**config.mk**
```make
export PLATFORM = sky130hd
export DESIGN_NAME = pusch_re_mapper
export DESIGN_NICKNAME = d
export VERILOG_FILES = /design/src/rtl/pusch_pkg.sv /design/src/rtl/pusch_re_mapper_re_classifier.sv /design/src/rtl/pusch_re_mapper.sv
export SDC_FILE = /design/constraint.sdc
export NUM_CORES = 1
export LEC_CHECK = 0
export CAP_MARGIN = 20
export CORE_UTILIZATION = 45
export DETAILED_ROUTE_END_ITERATION = 8
export GPL_ROUTABILITY_DRIVEN = 1
export GPL_TIMING_DRIVEN = 0
export HOLD_SLACK_MARGIN = 0.15
export PLACE_DENSITY = 0.76
export SLEW_MARGIN = 20
export SYNTH_ARGS = -nofsm -noshare
export SYNTH_HDL_FRONTEND = slang
export SYNTH_SLANG_ARGS = --single-unit
```
**constraint.sdc**
```tcl
create_clock -name clk -period 5.4 [get_ports clk]
set_clock_uncertainty 0.2 [all_clocks]
set_input_delay 0.54 -clock clk [delete_from_list [all_inputs] [get_ports clk]]
set_output_delay 0.54 -clock clk [all_outputs]
set_load 0.01 [all_outputs]
```
**src/rtl/pusch_pkg.sv**
```systemverilog
// Shared types for the PUSCH resource-element mapper: controller states and
// per-bin resource-element classes.
package pusch_pkg;

  localparam int MAX_SYMBOLS = 14;

  typedef enum logic [1:0] {
    ST_IDLE,
    ST_MAP,
    ST_FLUSH
  } state_t;

  typedef enum logic [1:0] {
    RE_ZERO,
    RE_DATA,
    RE_DMRS
  } re_class_t;

endpackage

```
**src/rtl/pusch_re_mapper_re_classifier.sv**
```systemverilog
// Combinational classifier: decides whether a bin of a symbol carries data,
// DMRS or a forced zero, from the latched allocation window and DMRS layout.
module re_classifier
  import pusch_pkg::*;
#(
  parameter int AW = 11
) (
  input  logic [AW-1:0] bin_cnt,
  input  logic [3:0]    sym_cnt,
  input  logic [AW-1:0] sc_start,
  input  logic [AW:0]   n_sc,
  input  logic [13:0]   dmrs_mask,
  input  logic          dmrs_comb,
  output re_class_t     re_class
);

  logic [AW:0] win_end;
  logic        in_win;
  logic        odd_offset;
  logic [15:0] mask_ext;

  always_comb begin
    // The window end is at most N_FFT because the config is range-checked at start.
    win_end    = {1'b0, sc_start} + n_sc;
    in_win     = ({1'b0, bin_cnt} >= {1'b0, sc_start}) && ({1'b0, bin_cnt} < win_end);
    odd_offset = bin_cnt[0] ^ sc_start[0];
    mask_ext   = {2'b00, dmrs_mask};
    re_class   = RE_ZERO;
    if (in_win) begin
      if (mask_ext[sym_cnt]) begin
        if (!(dmrs_comb && odd_offset)) re_class = RE_DMRS;
      end else begin
        re_class = RE_DATA;
      end
    end
  end

endmodule

```
**src/rtl/pusch_re_mapper.sv**
```systemverilog
// PUSCH RE mapper: emits one N_FFT-bin frame per OFDM symbol, placing data or
// DMRS inside the allocated window and zeros elsewhere, with valid/ready flow.
module pusch_re_mapper
  import pusch_pkg::*;
#(
  parameter int N_FFT      = 2048,
  parameter int WIDTH      = 26,
  parameter int D_W        = 18,
  parameter int DMRS_W     = 9,
  parameter int DMRS_SHIFT = 8,
  localparam int AW        = $clog2(N_FFT)
) (
  input  logic              clk,
  input  logic              reset,
  input  logic              start,
  input  logic [3:0]        cfg_n_symbol,
  input  logic [AW-1:0]     cfg_sc_start,
  input  logic [AW:0]       cfg_n_sc,
  input  logic [13:0]       cfg_dmrs_mask,
  input  logic              cfg_dmrs_comb,
  input  logic [D_W-1:0]    d_re,
  input  logic [D_W-1:0]    d_im,
  input  logic              d_valid,
  output logic              d_ready,
  input  logic [DMRS_W-1:0] rs_re,
  input  logic [DMRS_W-1:0] rs_im,
  input  logic              rs_valid,
  output logic              rs_ready,
  output logic [WIDTH-1:0]  out_re,
  output logic [WIDTH-1:0]  out_im,
  output logic              out_valid,
  input  logic              out_ready,
  output logic              out_sop,
  output logic              out_eop,
  output logic [3:0]        out_sym,
  output logic              busy,
  output logic              done,
  output logic              cfg_err
);

  state_t           state_q, state_d;
  logic [AW-1:0]    bin_cnt_q, bin_cnt_d;
  logic [3:0]       sym_cnt_q, sym_cnt_d;
  logic [3:0]       n_symbol_q, n_symbol_d;
  logic [AW-1:0]    sc_start_q, sc_start_d;
  logic [AW:0]      n_sc_q, n_sc_d;
  logic [13:0]      mask_q, mask_d;
  logic             comb_q, comb_d;
  logic [WIDTH-1:0] out_re_q, out_re_d, out_im_q, out_im_d;
  logic             out_valid_q, out_valid_d;
  logic             out_sop_q, out_sop_d, out_eop_q, out_eop_d;
  logic [3:0]       out_sym_q, out_sym_d;
  logic             done_q, done_d;
  logic             cfg_err_q, cfg_err_d;

  re_class_t        re_class;
  logic             adv;
  logic             load;
  logic             cfg_bad;
  logic [AW+1:0]    win_sum;
  logic [WIDTH-1:0] load_re, load_im;

  re_classifier #(.AW(AW)) u_classifier (
    .bin_cnt   (bin_cnt_q),
    .sym_cnt   (sym_cnt_q),
    .sc_start  (sc_start_q),
    .n_sc      (n_sc_q),
    .dmrs_mask (mask_q),
    .dmrs_comb (comb_q),
    .re_class  (re_class)
  );

  always_comb begin
    state_d     = state_q;
    bin_cnt_d   = bin_cnt_q;
    sym_cnt_d   = sym_cnt_q;
    n_symbol_d  = n_symbol_q;
    sc_start_d  = sc_start_q;
    n_sc_d      = n_sc_q;
    mask_d      = mask_q;
    comb_d      = comb_q;
    out_re_d    = out_re_q;
    out_im_d    = out_im_q;
    out_valid_d = out_valid_q;
    out_sop_d   = out_sop_q;
    out_eop_d   = out_eop_q;
    out_sym_d   = out_sym_q;
    done_d      = 1'b0;
    cfg_err_d   = cfg_err_q;
    d_ready     = 1'b0;
    rs_ready    = 1'b0;
    load        = 1'b0;
    load_re     = '0;
    load_im     = '0;
    adv         = !out_valid_q || out_ready;
    win_sum     = {2'b00, cfg_sc_start} + {1'b0, cfg_n_sc};
    cfg_bad     = (win_sum > (AW+2)'(N_FFT)) || (cfg_n_sc == '0) ||
                  (cfg_n_symbol == 4'd0) || (cfg_n_symbol > 4'(MAX_SYMBOLS));

    case (state_q)
      ST_IDLE: begin
        if (start) begin
          cfg_err_d = cfg_bad;
          if (!cfg_bad) begin
            n_symbol_d = cfg_n_symbol;
            sc_start_d = cfg_sc_start;
            n_sc_d     = cfg_n_sc;
            mask_d     = cfg_dmrs_mask;
            comb_d     = cfg_dmrs_comb;
            bin_cnt_d  = '0;
            sym_cnt_d  = '0;
            state_d    = ST_MAP;
          end
        end
      end
      ST_MAP: begin
        if (adv) begin
          case (re_class)
            RE_DATA: begin
              d_ready = 1'b1;
              load    = d_valid;
              load_re = {{(WIDTH-D_W){d_re[D_W-1]}}, d_re};
              load_im = {{(WIDTH-D_W){d_im[D_W-1]}}, d_im};
            end
            RE_DMRS: begin
              rs_ready = 1'b1;
              load     = rs_valid;
              load_re  = {{(WIDTH-DMRS_W){rs_re[DMRS_W-1]}}, rs_re} << DMRS_SHIFT;
              load_im  = {{(WIDTH-DMRS_W){rs_im[DMRS_W-1]}}, rs_im} << DMRS_SHIFT;
            end
            default: load = 1'b1;
          endcase
          // A starved bin never turns into a zero: the register drains and the bin waits.
          out_valid_d = load;
          if (load) begin
            out_re_d  = load_re;
            out_im_d  = load_im;
            out_sop_d = (bin_cnt_q == '0);
            out_eop_d = (bin_cnt_q == AW'(N_FFT - 1));
            out_sym_d = sym_cnt_q;
            if (bin_cnt_q == AW'(N_FFT - 1)) begin
              bin_cnt_d = '0;
              if (sym_cnt_q == n_symbol_q - 4'd1) state_d = ST_FLUSH;
              else sym_cnt_d = sym_cnt_q + 4'd1;
            end else begin
              bin_cnt_d = bin_cnt_q + AW'(1);
            end
          end
        end
      end
      ST_FLUSH: begin
        if (out_valid_q && out_ready && out_eop_q) begin
          out_valid_d = 1'b0;
          done_d      = 1'b1;
          state_d     = ST_IDLE;
        end
      end
      default: state_d = ST_IDLE;
    endcase
  end

  always_ff @(posedge clk or posedge reset) begin
    if (reset) begin
      state_q     <= ST_IDLE;
      bin_cnt_q   <= '0;
      sym_cnt_q   <= '0;
      n_symbol_q  <= '0;
      sc_start_q  <= '0;
      n_sc_q      <= '0;
      mask_q      <= '0;
      comb_q      <= 1'b0;
      out_re_q    <= '0;
      out_im_q    <= '0;
      out_valid_q <= 1'b0;
      out_sop_q   <= 1'b0;
      out_eop_q   <= 1'b0;
      out_sym_q   <= '0;
      done_q      <= 1'b0;
      cfg_err_q   <= 1'b0;
    end else begin
      state_q     <= state_d;
      bin_cnt_q   <= bin_cnt_d;
      sym_cnt_q   <= sym_cnt_d;
      n_symbol_q  <= n_symbol_d;
      sc_start_q  <= sc_start_d;
      n_sc_q      <= n_sc_d;
      mask_q      <= mask_d;
      comb_q      <= comb_d;
      out_re_q    <= out_re_d;
      out_im_q    <= out_im_d;
      out_valid_q <= out_valid_d;
      out_sop_q   <= out_sop_d;
      out_eop_q   <= out_eop_d;
      out_sym_q   <= out_sym_d;
      done_q      <= done_d;
      cfg_err_q   <= cfg_err_d;
    end
  end

  assign out_re    = out_re_q;
  assign out_im    = out_im_q;
  assign out_valid = out_valid_q;
  assign out_sop   = out_sop_q;
  assign out_eop   = out_eop_q;
  assign out_sym   = out_sym_q;
  assign busy      = (state_q != ST_IDLE);
  assign done      = done_q;
  assign cfg_err   = cfg_err_q;

endmodule

```
# After elaboration in Yosys (flattened, before gate mapping)
# Cells that the tools add are included.
# Widths: inputs -> output; s select.
word_totals:
  out_inout_bits: 64
  word_cells: 107
  input_bits: 102
  regBits: 120
classes:
  n_mux: 42
  reduce_logical: 23
  add_sub_neg: 5
  n_eq_ne: 14
  magnitude_cmp: 5
  bitwise: 2
op_table:
  columns: ["operator", "count"]
  rows:
  - ["$pmux 26 s2", 2]
  - ["$mux 11", 5]
  - ["$mux 4", 6]
  - ["$pmux 11 s2", 1]
  - ["$mux 2", 10]
  - ["$ne 2x2->1 const B", 8]
  - ["$reduce_and 7->1", 2]
  - ["$add 11x12->13", 1]
  - ["$gt 13x12->1 const B", 1]
  - ["$mux 1", 13]
  - ["$add 11x12->12", 1]
  - ["$logic_not 12->1", 1]
  - ["$lt 11x12->1", 1]
  - ["$add 11x1->11 const B", 1]
  - ["$eq 11x11->1 const B", 1]
  - ["$ge 11x11->1", 1]
  - ["$logic_not 11->1", 1]
  - ["$reduce_and 3->1", 3]
  - ["$pmux 4 s2", 1]
  - ["$pmux 2 s3", 1]
  - ["$reduce_bool 2->1", 3]
  - ["$lt 4x5->1 const B", 1]
  - ["$reduce_and 5->1", 1]
  - ["$add 4x1->4 const B", 1]
  - ["15 further kinds", 24]

# Longest topological paths before layout
logic_depth:
  word_depth: 12
  depth_mapped: 25
  mapped_depth_nobuf: 25

# Modules after synthesis
# A second synthesis with hierarchy kept.
hier_totals:
  cells_unflattened: 663
  area_unflattened_um2: 6706.4
by_module_without_submodules:
  columns: ["module", "cells_each", "area_per_inst_um2", "seq_area_each_um2", "instances"]
  rows:
  - ["pusch_re_mapper", 529, 5586.6, 2602.5, 1]
  - ["re_classifier", 134, 1119.8, 0.0, 1]

# Least setup slack after synthesis
# No wires, ideal clock.
synth_timing:
  path_kind: "register to register"
  start: "reg sc_start_q[0]"
  end: "reg out_im_q[8] (netlist: out_im[8])"
  n_path_buf: 2
  arrival_time_ns: 5.156
  synth_period_minus_slack_ns: 5.452
  t_required_ns: 5.105
  stages_incl_launch_ff: 24
  setup_slack_ns: -0.052
  setup_time_ns: 0.095
  cell_sequence: "dfrtp_1 -> ha_1 -> fa_1 -> a21o_1 -> a21oi_1 -> o21bai_1 -> a21oi_1 -> o21ai_0 -> a21o_1 -> a21oi_1 -> xor2_1 -> ha_1 -> and3_1 -> a221o_1 -> o21ai_0 -> mux2i_1 -> or3b_2 -> ha_1 -> a221o_1 -> nand2_1 -> clkbuf_1 -> clkbuf_1 -> nand2_1 -> o31ai_1"
synth_via:
  elab_chain_len: 10
  word_cells_on_any_way: 16
  classes_between: "add/sub: 1; order compare: 2; eq/ne: 2; mux: 7; bitwise: 1; reduce/logical: 3"
synth_lines:
  columns: ["element", "line", "source"]
  rows:
  - ["start, declared", "pusch_re_mapper.sv:45", "logic [AW-1:0] sc_start_q, sc_start_d;"]
  - ["start signal, assigned", "pusch_re_mapper.sv:185", "sc_start_q <= sc_start_d;"]
  - ["parallel branches: the longest is 4 deep, another holds $add 11x12->12", null, null]
  - ["$mux 2 *", "pusch_re_mapper_re_classifier.sv:29", "if (in_win) begin"]
  - ["$eq 2x2->1 / $eq 2x1->1 (equally long branches)", "pusch_re_mapper.sv:118", "case (re_class)"]
  - ["$pmux 1 s2", "pusch_re_mapper.sv:118", null]
  - ["$mux 1", "pusch_re_mapper.sv:117", "if (adv) begin"]
  - ["$mux 1", "pusch_re_mapper.sv:100", "case (state_q)"]
  - ["$reduce_and 3->1 (no source line)", null, null]
  - ["end signal, assigned", "pusch_re_mapper.sv:190", "out_im_q <= out_im_d;"]
  - ["end, declared", "pusch_re_mapper.sv:49", "logic [WIDTH-1:0] out_re_q, out_re_d, out_im_q, out_im_d;"]
# Mark *: on every way between the ends. The select of a mux whose other input is x is not followed.
# A chain may end at the register's enable or synchronous reset.

# Final worst setup path
layout_timing:
  start: "reg n_sc_q[0]"
  end: "out rs_ready"
layout_via:
  elab_chain_len: 8
layout_lines:
  columns: ["element", "line", "source"]
  rows:
  - ["start, declared", "pusch_re_mapper.sv:46", "logic [AW:0] n_sc_q, n_sc_d;"]
  - ["start signal, assigned", "pusch_re_mapper.sv:186", "n_sc_q <= n_sc_d;"]
  - ["$add 11x12->12", "pusch_re_mapper_re_classifier.sv:24", "win_end = {1'b0, sc_start} + n_sc;"]
  - ["$lt 11x12->1", "pusch_re_mapper_re_classifier.sv:25", "in_win = ({1'b0, bin_cnt} >= {1'b0, sc_start}) && ({1'b0, bin_cnt} < win_end);"]
  - ["$logic_and 1x1->1", "pusch_re_mapper_re_classifier.sv:25", null]
  - ["$mux 2", "pusch_re_mapper_re_classifier.sv:29", null]
  - ["$eq 2x2->1", "pusch_re_mapper.sv:118", null]
  - ["$mux 1", "pusch_re_mapper.sv:118", null]
  - ["$mux 1", "pusch_re_mapper.sv:117", null]
  - ["$mux 1", "pusch_re_mapper.sv:100", null]
  - ["end, declared", "pusch_re_mapper.sv:28", "output logic rs_ready,"]
# No other way between the ends.

==> impl_metrics.ini <==
[drt]
drt_iter0_drc = 359
drt-total-wl_mm = 18.2
wl_met2_mm = 8.86
wire_per_inst_um = 17.8
avgViaCountPerCell = 5.63
ant_nets = 0
vias = 5747
drc = 0
drtPass1Iterations = 5
highest_layer = met4
wl_met1_mm = 7.75
route.met3.wl_mm = 1.07

[critical_path]
r2r_slack_ps = 110
end_kind = primary output
r2r_end = bin_cnt_q[1]
path_class = reg2out
r2r-start = n_sc_q[0]
cp.arrival_ps = 4600
required_ps = 4660
cp-endpoint = rs_ready
crit_path_start = n_sc_q[0]
slowest_delay_ps = 430
crit_chain = ha_2 -> fa_2 -> a21o_1 -> a21oi_2 -> o21bai_1 -> a21oi_2 -> o21ai_2 -> a21o_1 -> a21oi_2 -> xor2_1 -> ha_1 -> and3_1 -> a221o_1 -> o21bai_1 -> mux2i_2 -> or3b_4 -> ha_4 -> buf_8 -> and2_1 -> buf_6
r2r_cells = 23
cp-start-kind = register
cp_num_buf_inv = 2
crit_top_cell = a21oi_2
path_delay_family = compound AO/OA/AOI/OAI gates
critPathSlowestCell = or3b_4
worstPathMaxFanout = 8
worst-path-stages = 20

[cells_and_area]
syn2layout_area_growth_pct = 39.8
final-seq-area_um2 = 2600
diodes = 0
nFillCells = 1066
nNetsFinal = 989
final_cells = 1021
multi_input_area_um2 = 3700
drive_gt1_share_pct = 17.7

[synthesis]
ys_types = 64
synth_cells = 645
yosysMostFrequentCell = dfrtp_1
mappedNetlistArea_um2 = 6490
netlist.area_leader.share_pct = 40.1
ys_async_sr_fraction_pct = 100
synth_warnings = 0
syn_nets = 798
yosysSeqAreaShare_pct = 40.1
synthFlopType = dfrtp_1
synth_seq_cells = 104
syn_avg_cell_area_um2 = 10.1
synth_edf_count = 0
synth.area.top_cells = dfrtp_1 (40%), ha_1 (9.4%), mux2_4 (8.6%)
synthTopCellsByCount = dfrtp_1 (104), nand2_1 (90), ha_1 (49)
synth_top_cell_by_area = dfrtp_1

[clock_tree]
cts_tree = yes
insertion_delay_ps = 350
clk_pin_slew_ps = 70
clkSinkCount = 104
h-tree-depth = 3
cts_hold_buf = 0
cts.path.max_buffers = 2
cts_buffers = 9
cts-root-buf = clkbuf_16

[global_routing]
track_usage_pct = 24.7
overflow = 0
antenna_found_initial = 0
grt_pass1_vias = 5707
grt_pass1_wl_mm = 28.4
grt_max_degree = 78

[sta]
finalHoldViolCount = 0
setup_viol = 0
fin_ws_ps = 63.0
tightest_slew_ps = 718
rsz0062_at_grt = true
min_period_over_period_pct = 98.8
report.final.slew_viol_count = 0
fin_crit_ps = 5340
max_freq_mhz = 187
relSlewSlack_pct = 51.7

[power]
ir_worst_vdd_uv = 225
cellLeakagePower_uw = 0.00404
finalPower_uw = 4040
power_density_nw_per_um2 = 445

[placed_design]
dp.final_hpwl_mm = 14.0
dpl.cell_count = 991
port_buffers = 165
post-place-ws_ps = -939
gp_congestion = 0.843

[floorplan]
start_util_pct = 46.4
die_y_um = 122
dieArea_um2 = 14900
core-area_um2 = 14000
num_rows = 43
pin_count = 166
die_w_um = 122

[worst_hold_path]
min_path_type = reg2reg

[outcome]
status = completed

[run]
maxCapViolCount = 0
-- power by group --
| part | switching (uW) | total, uW | internal [uW] |
|---|---|---|---|
| sequential | 203 | 1200 | 997 |
| combinational | 1090 | 2160 | 1060 |
| clock | 293 | 679 | 386 |
-- area by class of cell --
type | instances | share of cell area [%]
multi-input cells | 465 | 40.8
clock buffers | 12 | 2.83
plain buffers | 42 | 3.56
clock inverters | 4 | 0.565
repair buffers | 180 | 19.7
flip-flops and latches | 104 | 28.7
well taps | 180 | 2.48
inverters | 34 | 1.46
-- placed cells by master, fill, tap and decap left out, types with 10 or more instances in the layout --
cell type and instances:
clkbuf_16 10, nand2_1 89, a21oi_1 28, nand3_1 25, nor2_1 19, ha_1 46, o31ai_1 22, clkdlybuf4s50_1 163
mux2_4 37, o21ai_0 19, inv_1 33, a22oi_1 20, dfrtp_1 104, buf_4 30, xnor2_1 11
-- what timing repair did --
item	4_1_cts	5_1_grt
pin swaps	12	15
gates cloned	0	1
buffers inserted	4	9
resized for setup	38	47
endpoints found under the setup margin	61	61
-- worst min-delay path, cell delays in order, from the launching register on --
cell	delay [ps]
dfrtp_1	340
nand2_1	50
nand2_1	50
-- per-stage QoR --
| step | setup TNS [ps] | hold WS, ps | utilization (%) | cell area, um2 |
|---|---|---|---|---|
| 2_1_floorplan | 0 | 275 | - | 6490 |
| 3_3_place_gp | -29320 | 248 | 59.8 | 8370 |
| 3_5_place_dp | -33830 | 257 | 60.1 | 8400 |
| 4_1_cts | -30.0 | 272 | 63.3 | 8860 |
| 5_1_grt | -1430 | 294 | 64.9 | 9080 |
| 6_report | 0 | 272 | 64.9 | 9080 |
-- worst min-delay path by stage --
stage | start | end | slack (ps) | cells after the start
finish | out_im[4] | out_im[4] | 270 | 2
global route | out_re[4] | out_re[4] | 290 | 2
CTS | out_re[4] | out_re[4] | 270 | 2
detailed placement | out_re[4] | out_re[4] | 260 | 2
global placement | out_im[5] | out_im[5] | 250 | 2
floorplan | mask_q[3] | mask_q[3] | 280 | 1
-- cells by family (layout without fill, tap and decap cells) --
family	Yosys count	after routing	synth area share [%]
AND/OR/NAND/NOR	183	183	13.1
AO/OA/AOI/OAI	164	164	17.4
flip-flops	104	104	40.1
buffers and inverters	76	272	5.86
adder cells (fa/ha/maj)	51	51	10.1
multiplexers	49	49	11.1
XOR/XNOR	18	18	2.43
-- sequential cells by signal (all words and copies together), names as in the netlist --
| register | count |
|---|---|
| out_im | 18 |
| out_sop | 1 |
| out_valid | 1 |
| out_sym | 4 |
| state_q | 2 |
| out_eop | 1 |
| sc_start_q | 11 |
| cfg_err | 1 |
| sym_cnt_q | 4 |
| out_re | 18 |
| n_symbol_q | 4 |
| done | 1 |
| bin_cnt_q | 11 |
| comb_q | 1 |
| mask_q | 14 |
| n_sc_q | 12 |
-- routing by layer --
metal / vias to the layer above / track usage, %
met1: 2772 / 30.5
met5: - / 0
met3: 38 / 2.81
met4: 0 / 9.91
met2: 213 / 43.7
li1: 2724 / -
Note: power is estimated with default switching activity, not from simulation.
